--- src/rtl/imem_pkg.sv ---
// Shared types and defaults for the instruction-memory arbiter.
// Imported by the arbiter top and its address checker.
package imem_pkg;

   typedef enum logic [0:0] {
      BOOT = 1'b0,
      RUN  = 1'b1
   } state_e;

   localparam logic [31:0] BASE_DEF   = 32'h0000_3000;
   localparam int          STARVE_DEF = 4;

   function automatic int idx_w(input int depth);
      return (depth > 1) ? $clog2(depth) : 1;
   endfunction

endpackage

--- src/rtl/imem_addr_chk.sv ---
// Byte-address legality check and word-index extraction.
// Purely combinational; one instance per requester.
module imem_addr_chk
   import imem_pkg::*;
#(
   parameter int          DEPTH = 1024,
   parameter logic [31:0] BASE  = BASE_DEF,
   localparam int         AW    = idx_w(DEPTH)
) (
   input  logic [31:0]   addr,
   output logic          legal,
   output logic [AW-1:0] index
);

   // window size kept at 33 bits so BASE near the top of memory cannot wrap
   localparam logic [32:0] SPAN = 33'(DEPTH) << 2;

   logic [31:0] w_off;
   logic        w_align;
   logic        w_above;
   logic        w_below;

   assign w_off   = addr - BASE;
   assign w_align = (addr[1:0] == 2'b00);
   assign w_above = (addr >= BASE);
   assign w_below = ({1'b0, w_off} < SPAN);
   assign legal   = w_align && w_above && w_below;
   assign index   = w_off[AW+1:2];

endmodule

--- src/rtl/imem_arb.sv ---
// Single-port instruction memory arbiter: loader-only BOOT phase,
// then loader-priority RUN phase with a fetch starvation bound.
module imem_arb
   import imem_pkg::*;
#(
   parameter int          DEPTH      = 1024,
   parameter logic [31:0] BASE       = BASE_DEF,
   parameter int          STARVE_MAX = STARVE_DEF,
   localparam int         AW         = idx_w(DEPTH)
) (
   input  logic          clk,
   input  logic          rst_n,
   input  logic          f_req,
   input  logic [31:0]   f_pc,
   output logic          f_gnt,
   output logic          f_valid,
   output logic [31:0]   f_instr,
   output logic          f_err,
   input  logic          ld_req,
   input  logic [31:0]   ld_addr,
   input  logic [31:0]   ld_wdata,
   input  logic          ld_done,
   output logic          ld_gnt,
   output logic          ld_err,
   output logic          running,
   output logic          mem_en,
   output logic          mem_we,
   output logic [AW-1:0] mem_addr,
   output logic [31:0]   mem_wdata,
   input  logic [31:0]   mem_rdata
);

   localparam int CW = (STARVE_MAX > 0) ? $clog2(STARVE_MAX + 1) : 1;
   localparam logic [CW-1:0] SMAX = CW'(STARVE_MAX);

   state_e        r_state;
   logic [CW-1:0] r_starve;
   logic          r_fv;
   logic          r_ferr;

   logic          w_run;
   logic          w_f_win;
   logic          w_f_gnt;
   logic          w_ld_gnt;
   logic          w_f_legal;
   logic          w_ld_legal;
   logic [AW-1:0] w_f_idx;
   logic [AW-1:0] w_ld_idx;

   imem_addr_chk #(
      .DEPTH (DEPTH),
      .BASE  (BASE)
   ) u_f_chk (
      .addr  (f_pc),
      .legal (w_f_legal),
      .index (w_f_idx)
   );

   imem_addr_chk #(
      .DEPTH (DEPTH),
      .BASE  (BASE)
   ) u_ld_chk (
      .addr  (ld_addr),
      .legal (w_ld_legal),
      .index (w_ld_idx)
   );

   assign w_run   = (r_state == RUN);
   assign w_f_win = w_run && f_req && (r_starve == SMAX);

   // no grants at all while reset is held
   always_comb begin
      w_f_gnt  = 1'b0;
      w_ld_gnt = 1'b0;
      if (rst_n) begin
         if (!w_run) begin
            w_ld_gnt = ld_req;
         end else if (w_f_win) begin
            w_f_gnt = 1'b1;
         end else if (ld_req) begin
            w_ld_gnt = 1'b1;
         end else begin
            w_f_gnt = f_req;
         end
      end
   end

   always_comb begin
      mem_en    = 1'b0;
      mem_we    = 1'b0;
      mem_addr  = '0;
      mem_wdata = '0;
      if (w_f_gnt && w_f_legal) begin
         mem_en   = 1'b1;
         mem_addr = w_f_idx;
      end else if (w_ld_gnt && w_ld_legal) begin
         mem_en    = 1'b1;
         mem_we    = 1'b1;
         mem_addr  = w_ld_idx;
         mem_wdata = ld_wdata;
      end
   end

   always_ff @(posedge clk or negedge rst_n) begin
      if (!rst_n) begin
         r_state <= BOOT;
      end else if (!w_run && ld_done) begin
         r_state <= RUN;
      end
   end

   always_ff @(posedge clk or negedge rst_n) begin
      if (!rst_n) begin
         r_starve <= '0;
      end else if (!w_run || !f_req || w_f_gnt) begin
         r_starve <= '0;
      end else if (w_ld_gnt && (r_starve != SMAX)) begin
         r_starve <= r_starve + 1'b1;
      end
   end

   always_ff @(posedge clk or negedge rst_n) begin
      if (!rst_n) begin
         r_fv   <= 1'b0;
         r_ferr <= 1'b0;
      end else begin
         r_fv   <= w_f_gnt;
         r_ferr <= w_f_gnt && !w_f_legal;
      end
   end

   assign f_gnt   = w_f_gnt;
   assign ld_gnt  = w_ld_gnt;
   assign ld_err  = w_ld_gnt && !w_ld_legal;
   assign running = w_run;
   assign f_valid = r_fv;
   assign f_err   = r_ferr;
   assign f_instr = (r_fv && !r_ferr) ? mem_rdata : 32'h0;

endmodule
--- config.mk ---
export PLATFORM = sky130hd
export DESIGN_NAME = imem_arb
export DESIGN_NICKNAME = d
export VERILOG_FILES = /design/src/rtl/imem_pkg.sv /design/src/rtl/imem_addr_chk.sv /design/src/rtl/imem_arb.sv
export SDC_FILE = /design/constraint.sdc
export NUM_CORES = 1
export LEC_CHECK = 0
export BUFFER_PORTS_ARGS = -buffer_cell sky130_fd_sc_hd__buf_2
export CAP_MARGIN = 30
export CELL_PAD_IN_SITES_DETAIL_PLACEMENT = 0
export CELL_PAD_IN_SITES_GLOBAL_PLACEMENT = 2
export CORE_MARGIN = 2
export CORE_UTILIZATION = 10
export DETAILED_ROUTE_END_ITERATION = 12
export PLACE_DENSITY = 0.83
export SYNTH_ARGS = -nofsm -noshare
export SYNTH_HDL_FRONTEND = slang
export SYNTH_HIERARCHICAL = 1
export SYNTH_SLANG_ARGS = --single-unit
--- constraint.sdc ---
create_clock -name clk -period 2.4 [get_ports clk]
set_input_delay 0.48 -clock clk [delete_from_list [all_inputs] [get_ports clk]]
set_output_delay 0.48 -clock clk [all_outputs]
set_load 0.05 [all_outputs]
==> summary.md, run 1 <==
| Metric | Value |
|---|---|
| Height of the die | 110.8 µm |
| Placed cells | 481 |
| Final layout net count | 490 |
| Pin slew with the least headroom to its limit | 0.3859 ns |
| Worst hold path class | input pin to asynchronous set/reset pin |
| Most frequent cells in the layout | 169 x buf_2, 35 x buf_8, 32 x and2_1 |
| Worst Hold Slack | 0.08528 ns |
| Critical path capture point | mem_addr[1] |
| Number of antenna violations at the first check in global routing | 0 |
| Share of cells above drive strength 1 | 79.60% |
| Worst setup slack after layout | -0.2812 ns |
| Starting DRC count in detailed routing | 22 |
| Part of the Yosys area used for sequential elements | 13.17% |
| TritonCTS clock tree | done |
| Antenna Violating Nets Remaining | 0 |
| Worst-path clk slew | 0.03 ns |
| Vias in the first global route | 1703 |
| Register-to-Register Path Depth | 5 |
| Global-route wire length before repair | 8659 µm |
| Final setup fails | 44 |
| Standard cell core area | 10980 µm² |
| HPWL reported at the end of detailed placement | 4480 µm |
| Largest net degree at the start of global routing | 33 |
| Maximum clock path buffer count | 2 |
| Clock tree root driver cell | clkbuf_16 |
| Avg Vias per Cell | 3.740 |
| Number of warnings reported in the yosys synthesis log | 6 |
| Highest-delay cell along the critical path | or4_4 |
| # Max-Cap Violations | 0 |
| Die outline width | 110.8 µm |
| Filler Cell Count | 1152 |
| DRC Markers | 0 |
| Series of cell instances along the critical path | buf_6, or4_4, nor4_4, and4_4, buf_6, clkbuf_16, a22o_2, buf_6 |
| Drt pass-1 iters | 4 |
| Die footprint | 12270 µm² |
| Footprint of the multi-input gates | 923.4 µm² |
| Reg2reg start | r_starve[0] |
| Max-slew violations | 0 |
| Number of levels in the clock H-tree | 1 |
| Portion of synthesized cell area occupied by the leading cell type | 35.13% |
| Starting density of the core | 10.38% |
| Maximum resistive drop on vdd | 0.0001405 V |
| GRT Overall Usage | 8.611% |
| R2r endpoint | f_err |
| Area taken by flip-flops and latches | 150.1 µm² |
| Avg Cell Area, Syn | 7.499 µm² |
| Violated checks | setup timing |
| Post-synth cell types | 29 |
| Period utilisation layout | 111.7% |
| Num Clock Sinks | 6 |
| Post-synth top area cell | and2_1 |
| Family with the most delay on the worst path | simple AND/OR/NAND/NOR gates |
| Insertion delay of the later-clocked pin in the worst-skew pair | 0.23 ns |
| Critical path's most frequent cell | buf_6 |
| Number of rows created at floorplan | 38 |
| Outcome | finished, violations left |
| Number of top-level pins | 215 |
| Most frequent standard cell in the layout excluding fill and tap cells | buf_2 |
| Hold Vio Cnt, Final | 0 |
| Post-synthesis register bit count | 6 |
| Final wirelength | 6172 µm |
| Maximum clock frequency | 0.3730 GHz |
| Delay of the slowest cell on the worst path | 0.53 ns |
| Arrival time reported for the critical path endpoint | 2.20 ns |
| Worst endpoint required time | 1.92 ns |
| Post-Route Skew | 0.0009851 ns |
| Final standard cell count with taps included and fillers excluded | 493 |
| Antenna Diode Count | 0 |
| Final critical delay including setup and external delays | 2.681 ns |
| WL/cell | 12.52 µm |
| Largest fanout of any net on the critical path | 11 |
| Cells taking the most area after synthesis | and2_1 35%, buf_4 13%, dfrtp_1 13% |
| Post-synthesis instance total | 152 |
| TritonCTS buffer count | 3 |
| Area growth syn-to-layout | 169.3% |
| Buf/Inv on CP | 4 |
| Number of cells on the critical path | 8 |
| Global route overflow | 0 |
| Number of vias in the routed layout | 1844 |
| Crit. Startpoint | ld_addr[0] |
| Element type at the critical path start | input pin |
| Area of the mapped netlist | 1140 µm² |
| Leakage power | 1.649 nW |
| Flop-to-flop setup slack | 0.99 ns |
| Quantity of I/O buffers inserted on ports | 214 |
| CTS hold repair buffers | 0 |
| Number of nets produced by synthesis | 287 |
| Worst slew margin relative to its limit | 74.22% |
| Setup repair after global routing missed its margin | true |
| CP Class | input pin to output pin |
| P per Cell Area | 197.1 nW/µm² |
| Routability cong. | 0.7709 |
| Nature of the critical path endpoint | output pin |
[synth_stat cells]
cell type	number
nand4b_1	1
a21boi_1	1
nand4_1	3
and4_1	1
and3_1	1
clkbuf_1	3
nor4_1	6
or2_2	1
or4_4	2
a31oi_1	1
nand2_1	2
nor3_1	1
and2_1	64
buf_2	5
nor4bb_1	2
inv_1	2
buf_4	20
or2_1	1
nor2b_1	3
a21oi_1	2
nor2_1	1
nor4_2	2
nand2b_1	3
nor3b_1	1
ha_1	2
buf_6	2
a22o_1	10
nand3_1	3
dfrtp_1	6
[worst register-to-register path, stage by stage (launching register included)]
cell      delay, ns
dfrtp_1        0.36
inv_1          0.07
ha_1           0.24
a21boi_1       0.36
nor3b_2        0.11
nor2b_1        0.15
[power by group]
part | total [mW] | switching (mW) | internal (mW)
registers | 0.106 | 0.00168 | 0.104
clock network | 0.271 | 0.0568 | 0.214
logic | 0.228 | 0.122 | 0.106
total | 0.605 | 0.181 | 0.424
[sequential cells by signal, summed over array words and instances, names as in the netlist]
register  cells
f_err         1
f_valid       1
r_starve      3
running       1
[area by class of cell]
| cell class | count | share of cell area (%) |
|---|---|---|
| well taps | 140 | 5.707 |
| flip-flops and latches | 6 | 4.892 |
| inverters | 2 | 0.2446 |
| clock buffers | 3 | 2.446 |
| repair buffers | 228 | 56.62 |
| multi-input cells | 114 | 30.09 |
[stage by stage]
step                      power (mW)  area [µm²]  setup TNS (ns)  utilization (%)  worst slack [ns]
after floorplan               0.2273        1249          -3.186                -          -0.09122
after global placement        0.3285        2347          -14.03            21.37           -0.3325
after detailed placement      0.3316        2347          -16.06            21.37           -0.3831
after CTS                     0.6073        2905          -12.08            26.45           -0.2942
after global routing          0.6304        3069          -14.10            27.94           -0.3510
final                         0.6049        3069          -11.14            27.94           -0.2812
[worst min-delay path by stage]
| stage | to | slack (ns) | depth (start not counted) |
|---|---|---|---|
| 4_1_cts | r_starve[2] | 0.08 | 1 |
| 3_3_place_gp | r_starve[1] | 0.32 | 1 |
| 3_5_place_dp | r_starve[1] | 0.32 | 1 |
| 6_report | r_starve[2] | 0.09 | 1 |
| 5_1_grt | r_starve[2] | 0.10 | 1 |
| 2_1_floorplan | f_err | 0.18 | 0 |
[timing repair]
| action | CTS | global route |
|---|---|---|
| resized for setup | 114 | 34 |
| pin swaps | 11 | 8 |
| setup buffers | 3 | 1 |
| endpoints found under the setup margin | 44 | 44 |
| gates cloned | 3 | 2 |
[cells by family (layout without fill, tap and decap cells)]
group | count (synthesis) | after routing | synth area share (%)
adder cells (fa/ha/maj) | 2 | 2 | 2.195
AO/OA/AOI/OAI | 14 | 14 | 9.770
AND/OR/NAND/NOR | 98 | 98 | 55.87
buffers and inverters | 32 | 233 | 18.99
flip-flops | 6 | 6 | 13.17
[metal layers]
metal	wire length [µm]	track usage, %	vias to the layer above
met5	0	0	-
met4	35	1.750	0
met3	400	1.422	4
met2	3394	16.93	101
met1	2342	9.634	841
li1	-	-	898
Note: power is estimated with default switching activity, not from simulation.
==> run 2, diff against run 1 <==
BUFFER_PORTS_ARGS = not set   (was -buffer_cell sky130_fd_sc_hd__buf_2)
CORE_AREA = 2 2 84 86   (was not set)
CORE_MARGIN = not set   (was 2)
CORE_UTILIZATION = not set   (was 10)
CTS_BUF_LIST = sky130_fd_sc_hd__clkbuf_4   (was not set)
DIE_AREA = 0 0 86 88   (was not set)
DONT_BUFFER_PORTS = 1   (was not set)
PLACE_DENSITY = 0.6   (was 0.83)
==> summary.md, run 2 (same netlist as run 1, synthesis figures left out) <==
| Metric | Value |
|---|---|
| Setup TNS | -4.335 ns (was -11.14 ns) |
| Antenna Diode Count | 0 (unchanged) |
| Die outline width | 86 µm (was 110.8 µm) |
| Drt pass-1 iters | 4 (unchanged) |
| Starting DRC count in detailed routing | 19 (was 22) |
| Share of cells above drive strength 1 | 60.75% (was 79.60%) |
| TritonCTS clock tree | done (unchanged) |
| HPWL reported at the end of detailed placement | 3469 µm (was 4480 µm) |
| Number of rows created at floorplan | 30 (was 38) |
| Number of vias in the routed layout | 1176 (was 1844) |
| Final critical delay including setup and external delays | 2.545 ns (was 2.681 ns) |
| Avg Vias per Cell | 4.421 (was 3.740) |
| Maximum clock path buffer count | 2 (unchanged) |
| Reg2reg start | r_starve[0] (unchanged) |
| CP Class | input pin to output pin (unchanged) |
| R2r endpoint | f_err (unchanged) |
| Max-slew violations | 0 (unchanged) |
| Setup repair after global routing missed its margin | true (unchanged) |
| Worst setup slack after layout | -0.1453 ns (was -0.2812 ns) |
| Clock tree root driver cell | clkbuf_4 (was clkbuf_16) |
| Flop-to-flop setup slack | 0.77 ns (was 0.99 ns) |
| Antenna Violating Nets Remaining | 0 (unchanged) |
| Delay of the slowest cell on the worst path | 0.52 ns (was 0.53 ns) |
| Flip-flop count of the largest register after layout | 3 (unchanged) |
| Highest-delay cell along the critical path | or4_4 (unchanged) |
| Cells on Worst Hold Path | 1 |
| TritonCTS buffer count | 3 (unchanged) |
| Register-to-Register Path Depth | 7 (was 5) |
| Worst slew margin relative to its limit | 79.14% (was 74.22%) |
| Final core utilization | 33.90% (was 27.94%) |
| Worst-path clk slew | 0.05 ns (was 0.03 ns) |
| WL/cell | 16.11 µm (was 12.52 µm) |
| Most frequent cells in the layout | 45 x buf_12, 32 x and2_1, 23 x and2_4 (was 169 x buf_2, 35 x buf_8, 32 x and2_1) |
| Post-Route Skew | 0.0004648 ns (was 0.0009851 ns) |
| Area growth syn-to-layout | 97.59% (was 169.3%) |
| Number of top-level pins | 215 (unchanged) |
| Element type at the critical path start | input pin (unchanged) |
| Family with the most delay on the worst path | simple AND/OR/NAND/NOR gates (unchanged) |
| Largest fanout of any net on the critical path | 22 (was 11) |
| Global route overflow | 0 (unchanged) |
| P per Cell Area | 166.5 nW/µm² (was 197.1 nW/µm²) |
| Insertion delay of the later-clocked pin in the worst-skew pair | 0.25 ns (was 0.23 ns) |
| Register containing the most flip-flops in the final layout | r_starve (unchanged) |
| Largest net degree at the start of global routing | 33 (unchanged) |
| Worst hold path class | input pin to flip-flop (was input pin to asynchronous set/reset pin) |
| Arrival time reported for the critical path endpoint | 2.07 ns (was 2.20 ns) |
| Pin slew with the least headroom to its limit | 0.3122 ns (was 0.3859 ns) |
| Number of levels in the clock H-tree | 1 (unchanged) |
| Critical hold path startpoint | ld_done |
| Violated checks | setup timing (unchanged) |
| Min-Delay Endpoint | running |
| Maximum clock frequency | 0.3929 GHz (was 0.3730 GHz) |
| Global-route wire length before repair | 5347 µm (was 8659 µm) |
| Hold Vio Cnt, Final | 0 (unchanged) |
| Leakage power | 0.9381 nW (was 1.649 nW) |
| Final wirelength | 4284 µm (was 6172 µm) |
| Fraction of met3 tracks used by global routing | 1.979% (was 1.422%) |
| Die footprint | 7568 µm² (was 12270 µm²) |
| Most Used Layer, Global Route | met2 (unchanged) |
| Maximum resistive drop on vdd | 0.0001600 V (was 0.0001405 V) |
| Buf/Inv on CP | 1 (was 4) |
| Worst endpoint required time | 1.92 ns (about the same) |
| Height of the die | 88 µm (was 110.8 µm) |
| Post-Place Cell Area | 2118 µm² (was 2347 µm²) |
| Num Clock Sinks | 6 (unchanged) |
| Standard cell core area | 6644 µm² (was 10980 µm²) |
| Final setup fails | 43 (was 44) |
| Nature of the critical path endpoint | output pin (unchanged) |
| Starting density of the core | 17.16% (was 10.38%) |
| GRT Overall Usage | 9.128% (was 8.611%) |
| Outcome | finished, violations left (unchanged) |
| Most frequent standard cell in the layout excluding fill and tap cells | buf_12 (was buf_2) |
| Final layout net count | 323 (was 490) |
| Period utilisation layout | 106.1% (was 111.7%) |
| Number of antenna violations at the first check in global routing | 0 (unchanged) |
| Routability cong. | 0.7621 (was 0.7709) |
| Quantity of I/O buffers inserted on ports | 0 (was 214) |
| Area of all placed cells without fillers | 2252 µm² (was 3069 µm²) |
| Vias in the first global route | 985 (was 1703) |
| Met2 Use GR | 16.49% (was 16.93%) |
| DRC Markers | 0 (unchanged) |
| # Max-Cap Violations | 0 (unchanged) |
| Global Route met1 Usage | 10.69% (was 9.634%) |
| Series of cell instances along the critical path | or4_4, nor4_4, and4_4, buf_12, and2_2 (was buf_6, or4_4, nor4_4, and4_4, buf_6, clkbuf_16, a22o_2, buf_6) |
-- run 2: final cells by class --
type	count	area (µm²)
Clock buffer	3	22.52
Fill cell	660	4392
Inverter	2	7.507
Multi-Input combinational cell	114	920.9
Sequential cell	6	150.1
Tap cell	80	100.1
Timing Repair Buffer	61	1051
-- run 2: layer usage --
layer	wire length, µm	vias up
met1	1466	526
met5	0	-
met4	26	0
met2	2428	88
met3	362	3
li1	-	559
-- run 2: power breakdown --
group,switching (mW),internal (mW),leakage [nW]
logic,0.0963,0.0765,0.847
clock network,0.0396,0.0568,0.0138
registers,0.00169,0.104,0.0769
-- run 2: repair_timing --
item | 4_1_cts | 5_1_grt
hold buffers | 1 | 0
gates resized for setup | 11 | 12
setup buffers | 1 | 1
endpoints found under the setup margin | 44 | 44
pin swaps | 14 | 11
hold endpoints to repair | 6 | 0
gates cloned | 1 | 1
-- run 2: how the worst max path moves through the flow --
| stage | from | end | slack, ns | cells past startpoint |
|---|---|---|---|---|
| global placement | ld_addr[0] | mem_wdata[6] | -0.20 | 5 |
| detailed placement | ld_addr[0] | mem_wdata[0] | -0.22 | 5 |
| global route | ld_addr[0] | mem_addr[6] | -0.21 | 6 |
| finish | ld_addr[0] | mem_wdata[4] | -0.15 | 5 |
| floorplan | ld_addr[0] | mem_wdata[0] | -0.09 | 6 |
| CTS | ld_addr[0] | mem_wdata[7] | -0.17 | 6 |
-- run 2: stage by stage --
| stage | hold WS, ns | setup slack, ns | total power, mW | instances |
|---|---|---|---|---|
| global placement | 0.1846 | -0.2005 | 0.2774 | 258 |
| CTS | 0.3406 | -0.1690 | 0.3792 | 264 |
| finish | 0.3421 | -0.1453 | 0.3750 | 266 |
| detailed placement | 0.1847 | -0.2240 | 0.2777 | 258 |
| global route | 0.3403 | -0.2130 | 0.3958 | 266 |
| floorplan | 0.1844 | -0.09122 | 0.2273 | 152 |
